$ cat src/rtl/lagd_sched_pkg.sv
// Shared types and sizing for the Ising job scheduler.
// NUM_ISING_CORES sets the default core count (4 when the macro is not defined).
`ifndef NUM_ISING_CORES
`define NUM_ISING_CORES 4
`endif

package lagd_sched_pkg;

    localparam int NumCoresDef = `NUM_ISING_CORES;
    localparam int JobIdW      = 8;
    localparam int CoreIdxW    = (NumCoresDef > 1) ? $clog2(NumCoresDef) : 1;

    typedef enum logic [1:0] {
        IDLE = 2'd0,
        RUN  = 2'd1,
        DONE = 2'd2
    } core_state_e;

    typedef struct packed {
        logic [JobIdW-1:0]   id;
        logic [CoreIdxW-1:0] core;
        logic                timeout;
    } cpl_t;

endpackage

$ cat src/rtl/ising_sched_rr_arb.sv
// Round-robin arbiter: searches from the pointer upward, one-hot grant plus index.
// The pointer moves to the core after the granted one whenever en_i is high.
module ising_sched_rr_arb #(
    parameter int N    = 4,
    parameter int IdxW = 2
) (
    input  logic            clk_i,
    input  logic            rst_ni,
    input  logic [N-1:0]    req_i,
    input  logic            en_i,
    output logic [N-1:0]    gnt_o,
    output logic [IdxW-1:0] idx_o,
    output logic            vld_o
);

    logic [IdxW-1:0] ptr_q, ptr_d;

    always_comb begin
        int j;
        j     = 0;
        gnt_o = '0;
        idx_o = '0;
        vld_o = 1'b0;
        for (int i = 0; i < N; i++) begin
            j = (int'(ptr_q) + i) % N;
            if (!vld_o && req_i[IdxW'(j)]) begin
                vld_o               = 1'b1;
                gnt_o[IdxW'(j)]     = 1'b1;
                idx_o               = IdxW'(j);
            end
        end
    end

    always_comb begin
        ptr_d = ptr_q;
        if (en_i && vld_o) begin
            ptr_d = (int'(idx_o) == N - 1) ? '0 : idx_o + IdxW'(1);
        end
    end

    always_ff @(posedge clk_i) begin
        if (!rst_ni) begin
            ptr_q <= '0;
        end else begin
            ptr_q <= ptr_d;
        end
    end

endmodule

$ cat src/rtl/ising_job_scheduler.sv
// Ising job scheduler: dispatches host jobs onto Ising cores and returns one completion record per job.
// Defining LAGD_SCHED_TIMEOUT_EN adds a per-core run timeout that force-stops a core.
module ising_job_scheduler
    import lagd_sched_pkg::*;
#(
    parameter int NumCores      = NumCoresDef,
    parameter int JobIdWidth    = 8,
    parameter int CfgWidth      = 32,
    parameter int TimeoutCycles = 65535
) (
    input  logic                        clk_i,
    input  logic                        rst_ni,
    input  logic                        job_valid_i,
    output logic                        job_ready_o,
    input  logic [JobIdWidth-1:0]       job_id_i,
    input  logic [CfgWidth-1:0]         job_cfg_i,
    input  logic [NumCores-1:0]         job_core_mask_i,
    input  logic                        abort_i,
    output logic [NumCores-1:0]         core_start_o,
    output logic [CfgWidth-1:0]         core_cfg_o,
    input  logic [NumCores-1:0]         core_done_i,
    output logic [NumCores-1:0]         core_abort_o,
    output logic [NumCores-1:0]         core_busy_o,
    output logic                        cpl_valid_o,
    input  logic                        cpl_ready_i,
    output logic [JobIdWidth-1:0]       cpl_id_o,
    output logic [$clog2(NumCores)-1:0] cpl_core_o,
    output logic                        cpl_timeout_o,
    output logic                        idle_o,
    output logic                        err_o
);

    localparam int IdxW = (NumCores > 1) ? $clog2(NumCores) : 1;

    core_state_e           st_q [NumCores];
    core_state_e           st_d [NumCores];
    logic [JobIdWidth-1:0] id_q [NumCores];
    logic [NumCores-1:0]   to_q, to_d;
    cpl_t                  slot_q, slot_d;
    logic                  slot_vld_q, slot_vld_d;
    logic                  err_q, err_d;

    logic [NumCores-1:0] is_idle, is_run, is_done, in_slot, eligible, cpl_req, tmo_hit;
    logic [NumCores-1:0] disp_gnt, cpl_gnt;
    logic [IdxW-1:0]     disp_idx, cpl_idx;
    logic                disp_vld, cpl_vld, fire, accept, slot_load;

    always_comb begin
        for (int c = 0; c < NumCores; c++) begin
            is_idle[c] = (st_q[c] == IDLE);
            is_run[c]  = (st_q[c] == RUN);
            is_done[c] = (st_q[c] == DONE);
            in_slot[c] = slot_vld_q && (slot_q.core == CoreIdxW'(c));
        end
    end

    assign eligible  = is_idle & job_core_mask_i;
    assign accept    = slot_vld_q & cpl_ready_i;
    // The record already sitting in the slot must not be loaded a second time.
    assign cpl_req   = is_done & ~in_slot;
    assign slot_load = (!slot_vld_q || accept) && cpl_vld && !abort_i;

    ising_sched_rr_arb #(.N(NumCores), .IdxW(IdxW)) u_disp_arb (
        .clk_i  (clk_i),
        .rst_ni (rst_ni),
        .req_i  (eligible),
        .en_i   (fire),
        .gnt_o  (disp_gnt),
        .idx_o  (disp_idx),
        .vld_o  (disp_vld)
    );

    ising_sched_rr_arb #(.N(NumCores), .IdxW(IdxW)) u_cpl_arb (
        .clk_i  (clk_i),
        .rst_ni (rst_ni),
        .req_i  (cpl_req),
        .en_i   (slot_load),
        .gnt_o  (cpl_gnt),
        .idx_o  (cpl_idx),
        .vld_o  (cpl_vld)
    );

    assign job_ready_o  = disp_vld & !abort_i;
    assign fire         = job_valid_i & job_ready_o;
    assign core_start_o = fire ? disp_gnt : '0;
    assign core_cfg_o   = fire ? job_cfg_i : '0;

`ifdef LAGD_SCHED_TIMEOUT_EN
    logic [15:0] cnt_q [NumCores];

    always_comb begin
        for (int c = 0; c < NumCores; c++) begin
            tmo_hit[c] = is_run[c] && (cnt_q[c] == 16'(TimeoutCycles - 1))
                         && !core_done_i[c] && !abort_i;
        end
    end

    always_ff @(posedge clk_i) begin
        for (int c = 0; c < NumCores; c++) begin
            if (!rst_ni || core_start_o[c]) begin
                cnt_q[c] <= '0;
            end else if (is_run[c]) begin
                cnt_q[c] <= cnt_q[c] + 16'd1;
            end
        end
    end
`else
    logic unused_tmo;
    assign unused_tmo = (TimeoutCycles != 0);
    assign tmo_hit    = '0;
`endif

    assign core_abort_o = tmo_hit;

    always_comb begin
        err_d = err_q;
        to_d  = to_q;
        for (int c = 0; c < NumCores; c++) begin
            st_d[c] = st_q[c];
            unique case (st_q[c])
                IDLE: if (core_start_o[c]) st_d[c] = RUN;
                RUN: begin
                    if (core_done_i[c] || tmo_hit[c]) begin
                        st_d[c] = DONE;
                        to_d[c] = tmo_hit[c];
                    end
                end
                DONE: if (accept && in_slot[c]) st_d[c] = IDLE;
                default: st_d[c] = IDLE;
            endcase
            if (core_done_i[c] && !is_run[c]) err_d = 1'b1;
            if (abort_i) st_d[c] = IDLE;
        end
        // Abort drops any done pulse arriving alongside it, stray or not.
        if (abort_i) err_d = err_q;
    end

    always_comb begin
        slot_d     = slot_q;
        slot_vld_d = slot_vld_q & !accept;
        if (slot_load) begin
            slot_vld_d     = 1'b1;
            slot_d.id      = id_q[cpl_idx];
            slot_d.core    = cpl_idx;
            slot_d.timeout = to_q[cpl_idx];
        end
        if (abort_i) begin
            slot_vld_d = 1'b0;
            slot_d     = '0;
        end
    end

    always_ff @(posedge clk_i) begin
        if (!rst_ni) begin
            slot_q     <= '0;
            slot_vld_q <= 1'b0;
            err_q      <= 1'b0;
            to_q       <= '0;
            for (int c = 0; c < NumCores; c++) begin
                st_q[c] <= IDLE;
                id_q[c] <= '0;
            end
        end else begin
            slot_q     <= slot_d;
            slot_vld_q <= slot_vld_d;
            err_q      <= err_d;
            to_q       <= to_d;
            for (int c = 0; c < NumCores; c++) begin
                st_q[c] <= st_d[c];
                if (core_start_o[c]) id_q[c] <= job_id_i;
            end
        end
    end

    assign core_busy_o   = ~is_idle;
    assign cpl_valid_o   = slot_vld_q;
    assign cpl_id_o      = slot_q.id;
    assign cpl_core_o    = slot_q.core;
    assign cpl_timeout_o = slot_q.timeout;
    assign idle_o        = (&is_idle) & !slot_vld_q;
    assign err_o         = err_q;

    logic [NumCores-1:0] unused_cpl_gnt;
    assign unused_cpl_gnt = cpl_gnt;

endmodule

$ cat config.mk
export PLATFORM = sky130hd
export DESIGN_NAME = ising_job_scheduler
export DESIGN_NICKNAME = d
export VERILOG_FILES = /design/src/rtl/lagd_sched_pkg.sv /design/src/rtl/ising_sched_rr_arb.sv /design/src/rtl/ising_job_scheduler.sv
export SDC_FILE = /design/constraint.sdc
export NUM_CORES = 1
export LEC_CHECK = 0
export BUFFER_PORTS_ARGS = -buffer_cell sky130_fd_sc_hd__clkbuf_2
export CAP_MARGIN = 20
export CELL_PAD_IN_SITES_DETAIL_PLACEMENT = 0
export CELL_PAD_IN_SITES_GLOBAL_PLACEMENT = 1
export CORE_AREA = 10 10 90 131
export DETAILED_ROUTE_END_ITERATION = 8
export DIE_AREA = 0 0 100 141
export GPL_TIMING_DRIVEN = 0
export HOLD_SLACK_MARGIN = 0.05
export MAX_ROUTING_LAYER = met4
export PLACE_DENSITY_LB_ADDON = 0.1
export SYNTH_ARGS = -nofsm -noshare
export SYNTH_HDL_FRONTEND = slang
export SYNTH_SLANG_ARGS = --single-unit
$ cat constraint.sdc
create_clock -name clk_i -period 3.75 [get_ports clk_i]
set_clock_uncertainty 0.2 [all_clocks]
set_input_delay 0.375 -clock clk_i [delete_from_list [all_inputs] [get_ports clk_i]]
set_output_delay 0.375 -clock clk_i [all_outputs]
set_load 0.005 [all_outputs]
==> results of run 1 <==
==> area by class of cell <==
| type | count | area [sq um] | area share [%] |
|---|---|---|---|
| clock buffers | 6 | 129 | 2.86 |
| flip-flops and latches | 56 | 1440 | 32.1 |
| clock inverters | 2 | 16.3 | 0.361 |
| well taps | 115 | 144 | 3.20 |
| plain buffers | 22 | 149 | 3.31 |
| multi-input cells | 267 | 2020 | 44.8 |
| inverters | 12 | 48.8 | 1.08 |
| repair buffers | 109 | 553 | 12.3 |
==> sequential cells by signal, indices dropped and copies added, names as in the netlist, named ones only <==
signal	cells
u_disp_arb.ptr_q	1
st_q	8
u_cpl_arb.ptr_q	2
cpl_core_o	2
cpl_valid_o	1
err_o	1
cpl_id_o	8
id_q	32
==> metal layers <==
| layer | up-vias | track usage (%) | wire, microns |
|---|---|---|---|
| met3 | 6 | 3.03 | 559 |
| met1 | 1504 | 17.6 | 4400 |
| met2 | 80 | 28.4 | 6090 |
| li1 | 1544 | - | - |
| met4 | 0 | 3.81 | 112 |
| met5 | - | - | 0 |
==> logic make-up after synthesis <==
family | synth area share (%)
AOI/OAI and AO/OA | 15.5
buffers and inverters | 5.26
xor gates and xnor gates | 0.488
and+or+nand+nor | 26.7
other | 0.104
muxes | 9.05
DFF | 40.1
adders and majority gates | 2.79
==> metrics by stage <==
step / hold slack (ps) / setup WS, ps / utilization, % / power (mW) / instances
global placement: 245 / -210 / 45.0 / 1.23 / 578
floorplan: 257 / 498 / - / 1.05 / 357
global route: 233 / 7.76 / 47.3 / 1.82 / 589
finish: 212 / 202 / 47.3 / 1.73 / 589
CTS: 213 / 4.54 / 47.0 / 1.73 / 589
detailed placement: 251 / -246 / 45.0 / 1.23 / 578
==> synthesized netlist by cell type, types with 2 or more instances <==
cell type,instances
o22ai_1,3
a31o_2,2
a211oi_2,2
clkbuf_1,4
dfxtp_1,24
or3_1,3
buf_6,3
a21oi_1,10
and2_1,36
a2111oi_4,2
ha_1,8
a221oi_1,2
nor3b_1,4
o21ai_0,9
or3b_2,2
buf_4,8
nand3_1,2
nor4_1,2
buf_2,6
nor2b_1,2
edfxtp_1,32
nor4b_1,3
nor3_1,9
nand2_1,15
mux4_2,5
o221ai_1,8
and3b_1,2
mux2i_1,19
nand3b_1,2
a32oi_1,4
nor2_1,23
a31oi_1,4
or2_2,2
nand2b_1,8
or3b_1,3
inv_1,11
a21o_1,2
a211oi_1,6
and3_1,32
mux2_2,2
==> worst max path at each step <==
stage,from,endpoint,slack [ps],depth (start not counted)
global route,u_disp_arb.ptr_q[1],core_start_o[2],8,10
detailed placement,u_disp_arb.ptr_q[1],id_q[2][1],-250,9
global placement,u_disp_arb.ptr_q[1],id_q[2][1],-210,9
finish,u_disp_arb.ptr_q[1],core_start_o[2],200,10
CTS,u_disp_arb.ptr_q[1],core_start_o[0],5,9
floorplan,u_disp_arb.ptr_q[1],core_cfg_o[10],500,9
==> power groups by stage <==
stage	clock [mW]	sequential [mW]	combinational, mW
5_1_grt	0.501	0.719	0.601
3_3_place_gp	0	0.726	0.500
4_1_cts	0.478	0.713	0.535
6_report	0.469	0.714	0.545
2_1_floorplan	0	0.720	0.333
3_5_place_dp	0	0.727	0.506
==> worst reg2reg max path, cell delays in order (launching register included) <==
cell and delay (ps):
dfxtp_2 380, buf_4 210, clkinvlp_4 140, ha_4 270
mux4_2 430, buf_4 180, a221oi_2 50, a211oi_4 540
and2_1 260, nand2b_1 440
==> placed cells by master (no fill, tap or decap), drive strengths merged, types with 3 or more instances in the layout <==
cell,n
clkbuf,117
and2,36
and3,32
edfxtp,32
nor2,24
dfxtp,24
buf,20
mux2i,19
nand2,15
inv,11
a21oi,10
o21ai,9
nor3,9
a211oi,9
nand2b,8
o221ai,8
ha,8
or3b,6
mux4,5
conb,5
nor3b,4
a32oi,4
a31oi,4
nor2b,4
nor4b,3
or3,3
o22ai,3
a31o,3
==> repair_timing <==
action / CTS / global route
pin swaps: 1 / 2
hold buffers: 0 / 0
gates resized for setup: 6 / 5
setup buffers: 3 / 0
endpoints found under the setup margin: 68 / 47
==> summary.md, run 1 <==
| Metric | Value |
|---|---|
| Run status | `finished clean` |
| Internal power | `1.17 mW` |
| Die X | `100 microns` |
| Post-synth EDFFs | `32` |
| ANT cells | `0` |
| Cell row count | `44` |
| Initial Util | `37.7%` |
| Pins over their slew limit | `0` |
| CTS tree | `yes` |
| Asr flop ratio synth | `0%` |
| PortBufs | `106` |
| CP max-delay cell | `mux4_2` |
| Net Sw Power | `0.559 mW` |
| Syn Area/Cell | `10.2 sq um` |
| Vias in the first global route | `3,272` |
| Switch share | `32.4%` |
| Worst-Skew Late Latency | `300 ps` |
| Max clock buf depth | `2` |
| Cell Area, Placed | `4280 sq um` |
| DPL Wire Length | `8.76 mm` |
| Worst Setup Path Type | `flip-flop to output pin` |
| LEAKAGE | `2.16 nW` |
| Min-delay src | `rst_ni` |
| Post-DRT Antenna Nets | `0` |
| Share of layout cells above drive strength 1 | `35.2%` |
| Critical path's most frequent cell | `buf_4` |
| IO Pins | `112` |
| Routed vias/inst | `5.32` |
| Setup TNS | `0 ps` |
| Critical Path AT | `2970 ps` |
| Delay-heaviest family, CP | `buffers and inverters` |
| Hold depth | `3` |
| Reg2reg setup slack | `300 ps` |
| Hold WC Path Type | `input pin to flip-flop` |
| All-Layer GR Usage | `15.9%` |
| Synth top area cells | `edfxtp_1 (27%), dfxtp_1 (13%), and2_1 (6.3%)` |
| Startpoint types | `flip-flop` |
| Final hold vios | `0` |
| TritonRoute pass-1 iters | `4` |
| Achievable Freq | `0.282 GHz` |
| # fillers | `937` |
| Synth warn | `0` |
| H-tree levels | `2` |
| Hold EP | `u_cpl_arb.ptr_q[0]` |
| P&R area growth vs syn | `25.3%` |
| #FFs+latches synth | `56` |
| Tmin final | `3550 ps` |
| Max cap viols | `0` |
| Sequential power share | `41.3%` |
| First-pass GRT wire length | `17.6 mm` |
| Die height | `141 microns` |
| Worst-case reg-to-reg path depth | `9` |
| Top cell type's share of synthesized area | `26.7%` |
| Post-synth top flop | `edfxtp_1` |
| CTS Sinks | `56` |
| Crit. End Element | `output pin` |
| WP buf/inv | `4` |
| Core box area | `9520 sq um` |
| Post-route cell area | `4500 sq um` |
| First DRT Iteration DRCs | `115` |
| Largest net degree at the start of global routing | `18` |
| Clk pin slew, worst setup/hold paths | `70 ps` |
| Cts bufs inserted | `5` |
| Yosys top cell by area | `edfxtp_1` |
| Initial antenna violation count | `0` |
| Synth unique cells | `67` |
| Tightest Pin Transition | `786 ps` |
| DRC Markers | `0` |
| Vias | `3,134` |
| Final nets | `534` |
| Die area | `14,100 sq um` |
| Clk pwr share | `27.1%` |
| Final setup violation count | `0` |
| Critical R2R Launch | `u_disp_arb.ptr_q[1]` |
| Final worst-path cycle share | `94.6%` |
| Worst vdd rail ir drop | `0.304 mV` |
| Worst path max stage delay | `590 ps` |
| Rel. slew slack | `47.4%` |
| Pwr/cell area | `384 nW/um^2` |
| CP max FO | `10` |
| Root buffer cell | `clkbuf_16` |
| Synthesized cell area | `3590 sq um` |
| Seq/Total Area, Yosys | `40.1%` |
| WL/cell | `18.9 microns` |
| Final wirelength | `11.2 mm` |
| RSZ-0062 raised after global routing | `no` |
| Gpl congestion | `0.849` |
| Reg-to-reg endpoint | `id_q[0][5]` |
| Cells after Synth | `353` |
| Worst EP required | `3170 ps` |
| Grt total ovfl | `0` |
| Comb power frac | `31.6%` |
| Critical path, cell by cell | `buf_4, clkinvlp_4, ha_4, mux4_2, a2111oi_4, a32oi_1, nand2_1, buf_4, and2_1, clkbuf_2` |
Power figures use the tool's default switching activity.
==> inputs of run 2 (changes only) <==
--- a/config.mk
+++ b/config.mk
@@ -9,9 +9,9 @@
 export CAP_MARGIN = 20
 export CELL_PAD_IN_SITES_DETAIL_PLACEMENT = 0
 export CELL_PAD_IN_SITES_GLOBAL_PLACEMENT = 1
-export CORE_AREA = 10 10 90 131
+export CORE_AREA = 2 2 82 123
 export DETAILED_ROUTE_END_ITERATION = 8
-export DIE_AREA = 0 0 100 141
+export DIE_AREA = 0 0 84 125
 export GPL_TIMING_DRIVEN = 0
 export HOLD_SLACK_MARGIN = 0.05
 export MAX_ROUTING_LAYER = met4
==> run 2 against run 1 <==
  * Critical path depth unchanged
  * Cell area fell by 0.39%
  * Clock-buffer cell count shrank 1
  * Global-route usage is 3.9 points higher
  * Fmax is 1.7% lower
  * Sequential power barely moved
  * Clock power rose by 2%
  * Via count is 1.1% higher
  * Wire length fell by 8.6%
  * Critical endpoint is now core_start_o[3]
==> summary.md, run 2 (synthesis gave the netlist of run 1 again) <==
| Metric | Value |
|---|---|
| CTS Sinks | `56 (unchanged)` |
| CTS tree | `yes (unchanged)` |
| Pwr/cell area | `384 nW/um^2 (about the same)` |
| Final wirelength | `10.2 mm (was 11.2 mm)` |
| Tmin final | `3610 ps (was 3550 ps)` |
| Vias in the first global route | `3,035 (was 3,272)` |
| Most frequent cells in the layout | `clkbuf_2 (107), and2_1 (36), and3_1 (32), edfxtp_1 (32), nor2_1 (23) (unchanged)` |
| Gpl congestion | `0.886 (was 0.849)` |
| Hold WC Path Type | `input pin to flip-flop (unchanged)` |
| Reg-to-reg endpoint | `id_q[0][5] (unchanged)` |
| Hold depth | `2 (was 3)` |
| Worst-Skew Late Latency | `300 ps (about the same)` |
| Critical Path AT | `3030 ps (was 2970 ps)` |
| Root buffer cell | `clkbuf_16 (unchanged)` |
| Achievable Freq | `0.277 GHz (was 0.282 GHz)` |
| Routed vias/inst | `5.38 (was 5.32)` |
| Crit. End Element | `output pin (unchanged)` |
| Reg2reg setup slack | `190 ps (was 300 ps)` |
| Largest net degree at the start of global routing | `19 (was 18)` |
| All-Layer GR Usage | `19.8% (was 15.9%)` |
| H-tree levels | `2 (unchanged)` |
| CP max FO | `10 (unchanged)` |
| P&R area growth vs syn | `24.8% (was 25.3%)` |
| Min-delay src | `job_id_i[7] (was rst_ni)` |
| Post-DRT Antenna Nets | `0 (unchanged)` |
| Die area | `10,500 sq um (was 14,100 sq um)` |
| Worst EP required | `3170 ps (about the same)` |
| Commonest non-fill, non-tap cell in the layout | `clkbuf_2 (unchanged)` |
| Finished Core Util | `47.1% (was 47.3%)` |
| Die height | `125 microns (was 141 microns)` |
| Critical R2R Launch | `st_q[2][1] (was u_disp_arb.ptr_q[1])` |
| Initial antenna violation count | `0 (unchanged)` |
| Cts bufs inserted | `5 (unchanged)` |
| DPL Wire Length | `7.79 mm (was 8.76 mm)` |
| IO Pins | `112 (unchanged)` |
| Startpoint types | `flip-flop (unchanged)` |
| Final worst-path cycle share | `96.2% (was 94.6%)` |
| Grt total ovfl | `0 (unchanged)` |
| First-pass GRT wire length | `16.0 mm (was 17.6 mm)` |
| Worst-case reg-to-reg path depth | `6 (was 9)` |
| Die X | `84 microns (was 100 microns)` |
| Worst Setup Path Type | `flip-flop to output pin (unchanged)` |
| WL/cell | `17.3 microns (was 18.9 microns)` |
| DRC Markers | `0 (unchanged)` |
| Max clock buf depth | `2 (unchanged)` |
| Final hold vios | `0 (unchanged)` |
| First DRT Iteration DRCs | `105 (was 115)` |
| Clk pin slew, worst setup/hold paths | `70 ps (about the same)` |
| Initial Util | `37.7% (unchanged)` |
| Core box area | `9520 sq um (unchanged)` |
| Final nets | `534 (unchanged)` |
| Final setup violation count | `0 (unchanged)` |
| ANT cells | `0 (unchanged)` |
| Share of layout cells above drive strength 1 | `35.0% (was 35.2%)` |
| TritonRoute pass-1 iters | `4 (unchanged)` |
| Tightest Pin Transition | `873 ps (was 786 ps)` |
| Fin Hold WS | `217 ps (was 212 ps)` |
| Cell row count | `44 (unchanged)` |
| Count of hold buffers inserted by post-cts repair | `0 (unchanged)` |
| Vias | `3,168 (was 3,134)` |
| Biggest register | `id_q (unchanged)` |
| LEAKAGE | `2.16 nW (about the same)` |
| Max cap viols | `0 (unchanged)` |
| Largest register FFs | `32 (unchanged)` |
| Pins over their slew limit | `0 (unchanged)` |
| Rel. slew slack | `41.7% (was 47.4%)` |
| Run status | `finished clean (unchanged)` |
| Worst vdd rail ir drop | `0.199 mV (was 0.304 mV)` |
| Hold EP | `id_q[2][7] (was u_cpl_arb.ptr_q[0])` |
| PortBufs | `106 (unchanged)` |
[run 2: area by class of cell]
type                       count  area [sq um]
fill                         953          5040
multi-input combinational    267          1990
sequential                    56          1440
timing repair buffer         109           553
buffer                        22           156
tap                          115           144
clock buffer                   5           125
inverter                      12          48.8
clock inverter                 3          22.5
[run 2: critical path, cell delays in order (launching register included)]
cell	delay, ps
dfxtp_2	410
buf_6	170
clkinvlp_4	110
ha_4	330
mux4_2	600
a2111oi_4	420
a32oi_1	120
nand2_1	150
buf_4	190
and2_1	130
clkbuf_2	110
[run 2: layer usage]
| layer | global-route usage [%] | wire, microns | vias up |
|---|---|---|---|
| li1 | - | - | 1542 |
| met1 | 22.4 | 4130 | 1500 |
| met2 | 35.2 | 5370 | 111 |
| met3 | 3.04 | 512 | 15 |
| met4 | 6.74 | 178 | 0 |
| met5 | - | 0 | - |
[run 2: repair_timing]
| action | 4_1_cts | 5_1_grt |
|---|---|---|
| setup buffers | 2 | 1 |
| setup endpoints to repair | 68 | 36 |
| resized for setup | 5 | 6 |
| pin swaps | 0 | 2 |
[run 2: per-stage QoR]
step,setup TNS (ps),setup slack [ps],instance area [sq um],total power [mW],instances
floorplan,0,498,3610,1.05,357
global placement,-7470,-290,4280,1.23,578
detailed placement,-6710,-244,4280,1.23,578
CTS,0,20.5,4460,1.72,588
global route,-0.0995,-0.0995,4480,1.81,589
finish,0,142,4480,1.72,589
[run 2: worst max path at each step]
stage,start,end,slack (ps),cells past startpoint
after global placement,u_disp_arb.ptr_q[1],id_q[0][4],-290,8
after global routing,u_disp_arb.ptr_q[1],core_start_o[2],-0.1,10
after detailed placement,u_disp_arb.ptr_q[1],id_q[0][5],-240,8
after floorplan,u_disp_arb.ptr_q[1],core_cfg_o[10],500,9
final,u_disp_arb.ptr_q[1],core_start_o[3],140,10
after CTS,u_disp_arb.ptr_q[1],core_start_o[3],20,10
[run 2: power breakdown]
part / leakage [nW] / internal, mW / switching, mW / total (mW)
clock network: 0.0742 / 0.251 / 0.227 / 0.478
logic: 1.56 / 0.223 / 0.306 / 0.529
registers: 0.528 / 0.691 / 0.0242 / 0.715
total: 2.16 / 1.16 / 0.557 / 1.72
==> inputs of run 3 (changes only) <==
--- a/config.mk
+++ b/config.mk
@@ -9,9 +9,9 @@
 export CAP_MARGIN = 20
 export CELL_PAD_IN_SITES_DETAIL_PLACEMENT = 0
 export CELL_PAD_IN_SITES_GLOBAL_PLACEMENT = 1
-export CORE_AREA = 2 2 82 123
+export CORE_AREA = 2 2 86 130
 export DETAILED_ROUTE_END_ITERATION = 8
-export DIE_AREA = 0 0 84 125
+export DIE_AREA = 0 0 88 132
 export GPL_TIMING_DRIVEN = 0
 export HOLD_SLACK_MARGIN = 0.05
 export MAX_ROUTING_LAYER = met4
==> run 3 against run 2 <==
  * First-iteration DRC count grew 50%
  * Cell area grew 0.87%
  * Via count shrank 0.22%
  * Worst hold slack lost 15 ps
  * Critical endpoint is now core_start_o[1]
==> summary.md, run 3 (synthesis gave the netlist of run 1 again) <==
| Metric | Value |
|---|---|
| Worst Setup Path Type | `flip-flop to output pin (unchanged)` |
| Tmin final | `3580 ps (was 3610 ps)` |
| Final worst-path cycle share | `95.6% (was 96.2%)` |
| Top sig layer | `met4 (unchanged)` |
| All-Layer GR Usage | `19.1% (was 19.8%)` |
| Run status | `finished clean (unchanged)` |
| Final hold vios | `0 (unchanged)` |
| Routed length on met2 | `5.85 mm (was 5.37 mm)` |
| Critical Path AT | `3010 ps (was 3030 ps)` |
| Most frequent cells in the layout | `clkbuf_2 (108), and2_1 (36), and3_1 (32), edfxtp_1 (32), nor2_1 (23) (was clkbuf_2 (107), and2_1 (36), and3_1 (32), edfxtp_1 (32), nor2_1 (23))` |
| Share of layout cells above drive strength 1 | `35.2% (was 35.0%)` |
| Core box area | `10,400 sq um (was 9520 sq um)` |
| Pins over their slew limit | `0 (unchanged)` |
| Die height | `132 microns (was 125 microns)` |
| LEAKAGE | `2.16 nW (about the same)` |
| Clk pwr share | `27.3% (was 27.8%)` |
| Hold WC Path Type | `input pin to flip-flop (unchanged)` |
| First-pass GRT wire length | `16.6 mm (was 16.0 mm)` |
| Cell row count | `46 (was 44)` |
| Power Total | `1.72 mW (about the same)` |
| Vias in the first global route | `3,038 (was 3,035)` |
| Post-DRT Antenna Nets | `0 (unchanged)` |
| Net Sw Power | `0.554 mW (was 0.557 mW)` |
| Fin Hold WS | `203 ps (was 217 ps)` |
| CP max FO | `10 (unchanged)` |
| Min-delay src | `rst_ni (was job_id_i[7])` |
| DRC Markers | `0 (unchanged)` |
| Internal power | `1.16 mW (about the same)` |
| IO Pins | `112 (unchanged)` |
| Die area | `11,600 sq um (was 10,500 sq um)` |
| CTS Sinks | `56 (unchanged)` |
| # fillers | `1,042 (was 953)` |
| Pwr/cell area | `380 nW/um^2 (was 384 nW/um^2)` |
| Worst-Skew Late Latency | `300 ps (about the same)` |
| DPL Wire Length | `8.28 mm (was 7.79 mm)` |
| Crit. End Element | `output pin (unchanged)` |
| TritonRoute pass-1 iters | `5 (was 4)` |
| Grt total ovfl | `0 (unchanged)` |
| Biggest register | `id_q (unchanged)` |
| Max cap viols | `0 (unchanged)` |
| Max clock buf depth | `2 (unchanged)` |
| Setup TNS | `0 ps (unchanged)` |
| WL met1 | `4.26 mm (was 4.13 mm)` |
| Initial Util | `34.5% (was 37.7%)` |
| P&R area growth vs syn | `25.9% (was 24.8%)` |
| Comb power frac | `31.1% (was 30.7%)` |
| Worst EP required | `3170 ps (about the same)` |
| Sequential power share | `41.6% (was 41.5%)` |
| First DRT Iteration DRCs | `158 (was 105)` |
| Final wirelength | `10.7 mm (was 10.2 mm)` |
| Routed vias/inst | `5.11 (was 5.38)` |
| Gpl congestion | `0.822 (was 0.886)` |
| Final setup violation count | `0 (unchanged)` |
| H-tree levels | `2 (unchanged)` |
| WL/cell | `17.3 microns (about the same)` |
| Register area | `1440 sq um (unchanged)` |
| ANT cells | `0 (unchanged)` |
| Startpoint types | `flip-flop (unchanged)` |
| Finished Core Util | `43.4% (was 47.1%)` |
| Combined area of the multi-input logic cells | `1990 sq um (unchanged)` |
| Switch share | `32.3% (was 32.4%)` |
| Initial antenna violation count | `0 (unchanged)` |
| Root buffer cell | `clkbuf_16 (unchanged)` |
| Tightest Pin Transition | `847 ps (was 873 ps)` |
| RSZ-0062 raised after global routing | `no` |
| Commonest non-fill, non-tap cell in the layout | `clkbuf_2 (unchanged)` |
| PortBufs | `106 (unchanged)` |
| Largest register FFs | `32 (unchanged)` |
| Largest net degree at the start of global routing | `18 (was 19)` |
| Final nets | `535 (was 534)` |
| Clk pin slew, worst setup/hold paths | `70 ps (about the same)` |
| CTS tree | `yes (unchanged)` |
| Worst vdd rail ir drop | `0.200 mV (was 0.199 mV)` |
| Cts bufs inserted | `5 (unchanged)` |
| Die X | `88 microns (was 84 microns)` |
| Vias | `3,161 (was 3,168)` |
| Rel. slew slack | `43.5% (was 41.7%)` |
| WL met3 | `389 microns (was 512 microns)` |
| Achievable Freq | `0.279 GHz (was 0.277 GHz)` |
## run 3: path summary, 6_finish.rpt
path                              to  slack, ps  cells after the start
setup reg to reg          id_q[0][6]        190                      8
setup / recovery     core_start_o[1]        170                      8
hold / removal    u_cpl_arb.ptr_q[0]        200                      3
hold reg to reg          cpl_id_o[0]        260                      2
## run 3: layout make-up
| type | count | share of cell area [%] |
|---|---|---|
| Buffer | 22 | 3.40 |
| Tap cell | 144 | 3.98 |
| Inverter | 12 | 1.08 |
| Clock inverter | 2 | 0.360 |
| Timing Repair Buffer | 110 | 12.4 |
| Sequential cell | 56 | 31.9 |
| Multi-Input combinational cell | 267 | 44.0 |
| Clock buffer | 6 | 2.85 |
## run 3: stage by stage
step	worst slack, ps	cell area, sq um	cells
final	167	4520	619
after CTS	59.2	4520	618
after floorplan	498	3610	357
after detailed placement	-238	4320	607
after global placement	-245	4320	607
after global routing	25.0	4520	619
## run 3: timing repair
item,CTS,global route
pin swaps,0,2
gates resized for setup,9,0
buffers inserted,3,1
gates cloned,0,0
hold buffers,0,0
endpoints found under the setup margin,68,28
## run 3: critical path: stages (launching register included)
cell and delay, ps:
dfxtp_2 460, inv_2 170, ha_4 310, mux4_2 390
buf_4 160, a221oi_1 60, a211oi_2 760, and2_1 270
clkbuf_2 130
## run 3: power by group through the flow
stage          clock, mW  sequential [mW]  combinational [mW]
2_1_floorplan          0            0.720               0.333
5_1_grt            0.499            0.718               0.579
3_3_place_gp           0            0.726               0.505
6_report           0.469            0.714               0.534
4_1_cts            0.477            0.715               0.534
3_5_place_dp           0            0.727               0.507
## run 3: layer usage
layer / track usage [%] / vias up
li1: - / 1550
met4: 6.75 / 0
met2: 34.2 / 97
met3: 1.88 / 16
met5: - / -
met1: 21.5 / 1498
